## src/rtl/id_exe_stage_reg_pkg.sv

```systemverilog
// Shared definitions for the ID->EXE pipeline register: ALU command codes
// and the control bundle that travels with every instruction.
package id_exe_stage_reg_pkg;

    localparam int EXE_CMD_W = 4;

    // Controller encodings, consumed unchanged by the EXE stage.
    localparam logic [EXE_CMD_W-1:0] EXE_NOP = 4'b0000;
    localparam logic [EXE_CMD_W-1:0] EXE_MOV = 4'b0001;
    localparam logic [EXE_CMD_W-1:0] EXE_MVN = 4'b1001;
    localparam logic [EXE_CMD_W-1:0] EXE_ADD = 4'b0010;
    localparam logic [EXE_CMD_W-1:0] EXE_ADC = 4'b0011;
    localparam logic [EXE_CMD_W-1:0] EXE_SUB = 4'b0100;
    localparam logic [EXE_CMD_W-1:0] EXE_SBC = 4'b0101;
    localparam logic [EXE_CMD_W-1:0] EXE_AND = 4'b0110;
    localparam logic [EXE_CMD_W-1:0] EXE_ORR = 4'b0111;
    localparam logic [EXE_CMD_W-1:0] EXE_EOR = 4'b1000;
    localparam logic [EXE_CMD_W-1:0] EXE_TST = 4'b0110;

    typedef struct packed {
        logic [EXE_CMD_W-1:0] exe_cmd;
        logic                 mem_read;
        logic                 mem_write;
        logic                 wb_en;
        logic                 s;
        logic                 b;
    } ctrl_t;

    // A bubble carries no side effects: no memory, register file or flag writes.
    localparam ctrl_t NOP_CTRL = '{
        exe_cmd:   EXE_NOP,
        mem_read:  1'b0,
        mem_write: 1'b0,
        wb_en:     1'b0,
        s:         1'b0,
        b:         1'b0
    };

endpackage

```

## src/rtl/id_exe_stage_reg_sat_counter.sv

```systemverilog
// Saturating up-counter; shared by the pipeline registers to count
// inserted bubbles without ever wrapping.
module sat_counter #(
    parameter int CNT_W = 16
) (
    input  logic             clk,
    input  logic             rst_n,
    input  logic             inc,
    input  logic             hold,
    output logic [CNT_W-1:0] count
);

    localparam logic [CNT_W-1:0] CNT_MAX = '1;
    localparam logic [CNT_W-1:0] CNT_ONE = {{(CNT_W-1){1'b0}}, 1'b1};

    logic [CNT_W-1:0] r_count;

    always_ff @(posedge clk or negedge rst_n) begin
        if (!rst_n) begin
            r_count <= '0;
        end else if (inc && !hold && (r_count != CNT_MAX)) begin
            r_count <= r_count + CNT_ONE;
        end
    end

    assign count = r_count;

endmodule

```

## src/rtl/id_exe_stage_reg.sv

```systemverilog
// ID->EXE pipeline register with freeze / flush / hazard-bubble handling
// and a saturating bubble counter for performance readout.
module id_exe_stage_reg
    import id_exe_stage_reg_pkg::*;
#(
    parameter int DATA_W = 32,
    parameter int CNT_W  = 16
) (
    input  logic                 clk,
    input  logic                 rst_n,
    input  logic                 freeze,
    input  logic                 flush,
    input  logic                 hazard,
    input  logic [EXE_CMD_W-1:0] exe_cmd_in,
    input  logic                 mem_read_in,
    input  logic                 mem_write_in,
    input  logic                 wb_en_in,
    input  logic                 s_in,
    input  logic                 b_in,
    input  logic [DATA_W-1:0]    pc_in,
    input  logic [DATA_W-1:0]    val_rn_in,
    input  logic [DATA_W-1:0]    val_rm_in,
    input  logic                 imm_in,
    input  logic [11:0]          shift_operand_in,
    input  logic [23:0]          signed_imm24_in,
    input  logic [3:0]           dest_in,
    input  logic [3:0]           src1_in,
    input  logic [3:0]           src2_in,
    input  logic [3:0]           sr_in,
    output logic [EXE_CMD_W-1:0] exe_cmd_out,
    output logic                 mem_read_out,
    output logic                 mem_write_out,
    output logic                 wb_en_out,
    output logic                 s_out,
    output logic                 b_out,
    output logic [DATA_W-1:0]    pc_out,
    output logic [DATA_W-1:0]    val_rn_out,
    output logic [DATA_W-1:0]    val_rm_out,
    output logic                 imm_out,
    output logic [11:0]          shift_operand_out,
    output logic [23:0]          signed_imm24_out,
    output logic [3:0]           dest_out,
    output logic [3:0]           src1_out,
    output logic [3:0]           src2_out,
    output logic [3:0]           sr_out,
    output logic                 valid_out,
    output logic [CNT_W-1:0]     bubble_cnt
);

    ctrl_t w_ctrl_in;
    logic  w_bubble;
    logic  w_hold;

    ctrl_t             r_ctrl;
    logic              r_valid;
    logic [DATA_W-1:0] r_pc;
    logic [DATA_W-1:0] r_val_rn;
    logic [DATA_W-1:0] r_val_rm;
    logic              r_imm;
    logic [11:0]       r_shift_operand;
    logic [23:0]       r_signed_imm24;
    logic [3:0]        r_dest;
    logic [3:0]        r_src1;
    logic [3:0]        r_src2;
    logic [3:0]        r_sr;

    assign w_ctrl_in = '{
        exe_cmd:   exe_cmd_in,
        mem_read:  mem_read_in,
        mem_write: mem_write_in,
        wb_en:     wb_en_in,
        s:         s_in,
        b:         b_in
    };

    // Flush wins over freeze, freeze wins over hazard; a bubble is at most one per edge.
    assign w_bubble = flush | (hazard & ~freeze);
    assign w_hold   = freeze & ~flush;

    always_ff @(posedge clk or negedge rst_n) begin
        if (!rst_n) begin
            r_ctrl          <= NOP_CTRL;
            r_valid         <= 1'b0;
            r_pc            <= '0;
            r_val_rn        <= '0;
            r_val_rm        <= '0;
            r_imm           <= 1'b0;
            r_shift_operand <= '0;
            r_signed_imm24  <= '0;
            r_dest          <= '0;
            r_src1          <= '0;
            r_src2          <= '0;
            r_sr            <= '0;
        end else if (!w_hold) begin
            r_ctrl          <= w_bubble ? NOP_CTRL : w_ctrl_in;
            r_valid         <= ~w_bubble;
            // Data fields are don't-care in a bubble, so they load unconditionally.
            r_pc            <= pc_in;
            r_val_rn        <= val_rn_in;
            r_val_rm        <= val_rm_in;
            r_imm           <= imm_in;
            r_shift_operand <= shift_operand_in;
            r_signed_imm24  <= signed_imm24_in;
            r_dest          <= dest_in;
            r_src1          <= src1_in;
            r_src2          <= src2_in;
            r_sr            <= sr_in;
        end
    end

    sat_counter #(
        .CNT_W (CNT_W)
    ) u_bubble_cnt (
        .clk   (clk),
        .rst_n (rst_n),
        .inc   (w_bubble),
        .hold  (w_hold),
        .count (bubble_cnt)
    );

    assign exe_cmd_out       = r_ctrl.exe_cmd;
    assign mem_read_out      = r_ctrl.mem_read;
    assign mem_write_out     = r_ctrl.mem_write;
    assign wb_en_out         = r_ctrl.wb_en;
    assign s_out             = r_ctrl.s;
    assign b_out             = r_ctrl.b;
    assign valid_out         = r_valid;
    assign pc_out            = r_pc;
    assign val_rn_out        = r_val_rn;
    assign val_rm_out        = r_val_rm;
    assign imm_out           = r_imm;
    assign shift_operand_out = r_shift_operand;
    assign signed_imm24_out  = r_signed_imm24;
    assign dest_out          = r_dest;
    assign src1_out          = r_src1;
    assign src2_out          = r_src2;
    assign sr_out            = r_sr;

endmodule
```

## config.mk

```make
export PLATFORM = sky130hd
export DESIGN_NAME = id_exe_stage_reg
export DESIGN_NICKNAME = d
export VERILOG_FILES = /design/src/rtl/id_exe_stage_reg_pkg.sv /design/src/rtl/id_exe_stage_reg_sat_counter.sv /design/src/rtl/id_exe_stage_reg.sv
export SDC_FILE = /design/constraint.sdc
export NUM_CORES = 1
export LEC_CHECK = 0
export CAP_MARGIN = 10
export CELL_PAD_IN_SITES_DETAIL_PLACEMENT = 0
export CELL_PAD_IN_SITES_GLOBAL_PLACEMENT = 1
export CORE_ASPECT_RATIO = 1.5
export CORE_MARGIN = 4
export CORE_UTILIZATION = 30
export DETAILED_ROUTE_END_ITERATION = 8
export PLACE_DENSITY_LB_ADDON = 0.1
export SETUP_SLACK_MARGIN = 0.05
export SYNTH_ARGS = -nofsm -noshare
export SYNTH_HDL_FRONTEND = slang
export SYNTH_HIERARCHICAL = 1
export SYNTH_SLANG_ARGS = --single-unit
```

## constraint.sdc

```tcl
create_clock -name clk -period 4.15 [get_ports clk]
set_input_delay 0.6225 -clock clk [delete_from_list [all_inputs] [get_ports clk]]
set_output_delay 0.6225 -clock clk [all_outputs]
set_load 0.01 [all_outputs]
```

==> key figures <==
Global routing
  • First-pass GRT wire length: 30,900 um
  • Global route total overflow: 0
  • Initial antenna violation count: 4
  • Vias in the first global route: 5,233
  • GRT Util Overall: 15.3%
  • Largest net degree at the start of global routing: 95

Synth
  • Net Count, Synth: 581
  • Post-synthesis cell type count: 35
  • Post-Syn Area: 7220 sq um
  • Ys async rst share: 100%
  • Synthesized instance count: 417
  • #FFs+latches synth: 175
  • Syn. warnings: 6
  • Sequential element share of the synthesized area: 60.6%
  • Number of synthesized flops with an enable pin: 0
  • Ys flop type: dfrtp_1
  • Syn Area/Cell: 17.3 sq um

Power
  • Logic gate share of total power: 20.1%
  • Flop pwr share: 43.0%
  • Switching part of the total power: 25.0%
  • Net Sw Power: 1.16 mW
  • Static Leak: 4.91 nW
  • VDD IR max: 270 uV
  • Clock power frac: 37.0%
  • Internal power: 3.49 mW
  • Pwr dens: 404 nW/um^2

Setup path
  • Startpoint Class: input port
  • CP Max Fanout: 69
  • Critical Path End Type: flip-flop
  • Setup slack, reg-to-reg: 2460 ps
  • Critical Path RT: 4470 ps
  • Path type of the worst setup path: in2reg
  • CP Cell Sequence: clkdlybuf4s50_1 -> nor2b_4 -> buf_12 -> mux2_2
  • Worst Path Arrival: 2570 ps
  • CP max-delay cell: clkdlybuf4s50_1
  • Biggest cell delay along the critical path: 530 ps

Clock network
  • CTS Sinks: 175
  • Deepest clock path buffer count: 2
  • Hold buffer count at CTS: 0
  • Clock latency on the worst-skew pair: 430 ps
  • Clock slew at reported path FFs: 70 ps
  • CTS tree: done
  • Post-CTS setup buffers: 0
  • CTS buffer count: 17
  • CTS Root Cell: clkbuf_16
  • H-tree levels: 4
  • Post_cts resized: 0

Detailed routing
  • WL per Instance: 19.1 um
  • 1st-iter DRT viols: 185
  • Drt total wl: 20,900 um
  • # DRC: 0
  • Via count: 4,827
  • DR vias/cell: 4.42
  • Pre-Repair DR Iteration Count: 4
  • DRT antenna net count: 0

Placement
  • DP Worst Slack: 1450 ps
  • Gpl congestion: 0.745
  • PortBufs: 337
  • HPWL Detailed: 15,500 um

Cells and area
  • Most frequent cells in the layout: clkdlybuf4s50_1 (336), dfrtp_1 (175), mux2_4 (101), mux2_2 (49), clkbuf_16 (17)
  • Share of layout cells above drive strength 1: 25.7%
  • Commonest non-fill, non-tap cell in the layout: clkdlybuf4s50_1
  • Nets@finish: 922
  • Area grow syn2layout: 59.0%

Floorplan
  • Initial core utilization: 30.4%
  • Die height: 198 um
  • I/O pin total: 338
  • # rows: 69
  • Die area: 26,700 sq um
  • Die Wd: 135 um
  • Core area: 23,700 sq um

Timing
  • Worst setup margin: 1900 ps
  • RSZ-0062 raised after global routing: false
  • Worst slew pin tran: 922 ps
  • Minimum clock period: 2250 ps
  • Period utilization: 54.3%
  • Final Skew: 7.78 ps
  • TNS Setup: 0 ps
  • # setup viols final: 0
  • Slew headroom: 38.6%
  • Fin. Hold Viols: 0
  • Final max-slew violation count: 0
  • F_max: 444 MHz

Run status
  • Status: completed

Worst hold path
  • Hold crit path type: in2async

Run
  • Max_cap viols: 0
## stage by stage
step | power (mW) | cells | utilization [%] | hold slack (ps) | cell area (sq um)
after detailed placement | 2.98 | 1058 | 45.7 | 481 | 10900
after CTS | 4.74 | 1089 | 48.3 | 303 | 11500
after floorplan | 2.38 | 417 | - | 327 | 7220
after global routing | 4.86 | 1093 | 48.4 | 332 | 11500
after global placement | 2.96 | 1058 | 45.7 | 480 | 10900
final | 4.65 | 1093 | 48.4 | 261 | 11500
## worst max-delay path, delay by kind of cell
family	cells	cell delay, ps
and+or+nand+nor	1	520
muxes	1	390
buffers and inverters	2	950
## synthesized netlist by cell type, types with 2 or more instances
| cell | number | area share [%] |
|---|---|---|
| a21oi_1 | 2 | 0.14 |
| a32o_1 | 9 | 1.2 |
| a41oi_1 | 2 | 0.24 |
| buf_2 | 5 | 0.35 |
| buf_4 | 2 | 0.21 |
| buf_8 | 11 | 2.3 |
| dfrtp_1 | 175 | 61 |
| inv_1 | 2 | 0.10 |
| mux2_2 | 49 | 7.6 |
| mux2_4 | 101 | 21 |
| nand2_1 | 7 | 0.36 |
| nand4_1 | 5 | 0.43 |
| nand4_2 | 2 | 0.35 |
| nor2_1 | 4 | 0.21 |
| nor3_1 | 4 | 0.28 |
| nor3_2 | 3 | 0.42 |
| nor4_1 | 3 | 0.26 |
| o21ai_0 | 3 | 0.21 |
| xor2_1 | 12 | 1.5 |
## final cells by class
class                   count  area (sq um)
diodes                      4          10.0
inverters                   2          7.51
well taps                 319           399
clock buffers              18           439
flip-flops and latches    175          4380
repair buffers            342          3450
clock inverters            13           186
fillers                  2057         12300
multi-input cells         220          2620
## power by group through the flow
stage / clock network [mW] / registers (mW) / logic (mW)
after floorplan: 0 / 2.09 / 0.292
after detailed placement: 0 / 2.03 / 0.947
after global routing: 1.85 / 2.02 / 0.995
after global placement: 0 / 2.02 / 0.937
after CTS: 1.78 / 2.00 / 0.952
final: 1.72 / 2.00 / 0.932
## metal layers
metal / GRT usage, % / share of wire, % / wire (um)
met1: 15.9 / 35 / 7240
met2: 26.8 / 54 / 11300
met3: 5.67 / 7.6 / 1590
met4: 8.08 / 3.4 / 705
met5: 0 / 0 / 0
## worst paths after layout
check | startpoint | to | cells after the start
worst max-delay path | freeze | pc_out[29]$_DFFE_PN0N_ | 4
min in group clk | mem_read_out$_DFFE_PN0N_ | mem_read_out$_DFFE_PN0N_ | 1
worst min-delay path | rst_n | u_bubble_cnt/count[12]$_DFFE_PN0P_ | 1
worst max register to register | u_bubble_cnt/count[13]$_DFFE_PN0P_ | u_bubble_cnt/count[1]$_DFFE_PN0P_ | 4
max in group asynchronous | rst_n | signed_imm24_out[18]$_DFFE_PN0N_ | 2
worst min register to register | mem_read_out$_DFFE_PN0N_ | mem_read_out$_DFFE_PN0N_ | 1
## flip-flops by register name (all words and copies together) (netlist names)
register and count:
imm_out 1, b_out 1, val_rm_out 32, src2_out 4, pc_out 32, shift_operand_out 12
src1_out 4, val_rn_out 32, mem_read_out 1, valid_out 1, wb_en_out 1, sr_out 4
mem_write_out 1, u_bubble_cnt/count 16, exe_cmd_out 4, signed_imm24_out 24, s_out 1, dest_out 4
## logic make-up (layout without fill, tap and decap cells)
family	after synthesis	after routing	share of synthesized area, %
other cells	0	4	0
flops	175	175	60.6
buf+inv	22	375	3.15
compound gates	17	17	1.94
xor+xnor	12	12	1.45
simple gates	40	40	4.04
mux	150	150	28.6
fa+ha+maj	1	1	0.173
(Power assumes the default switching activity.)
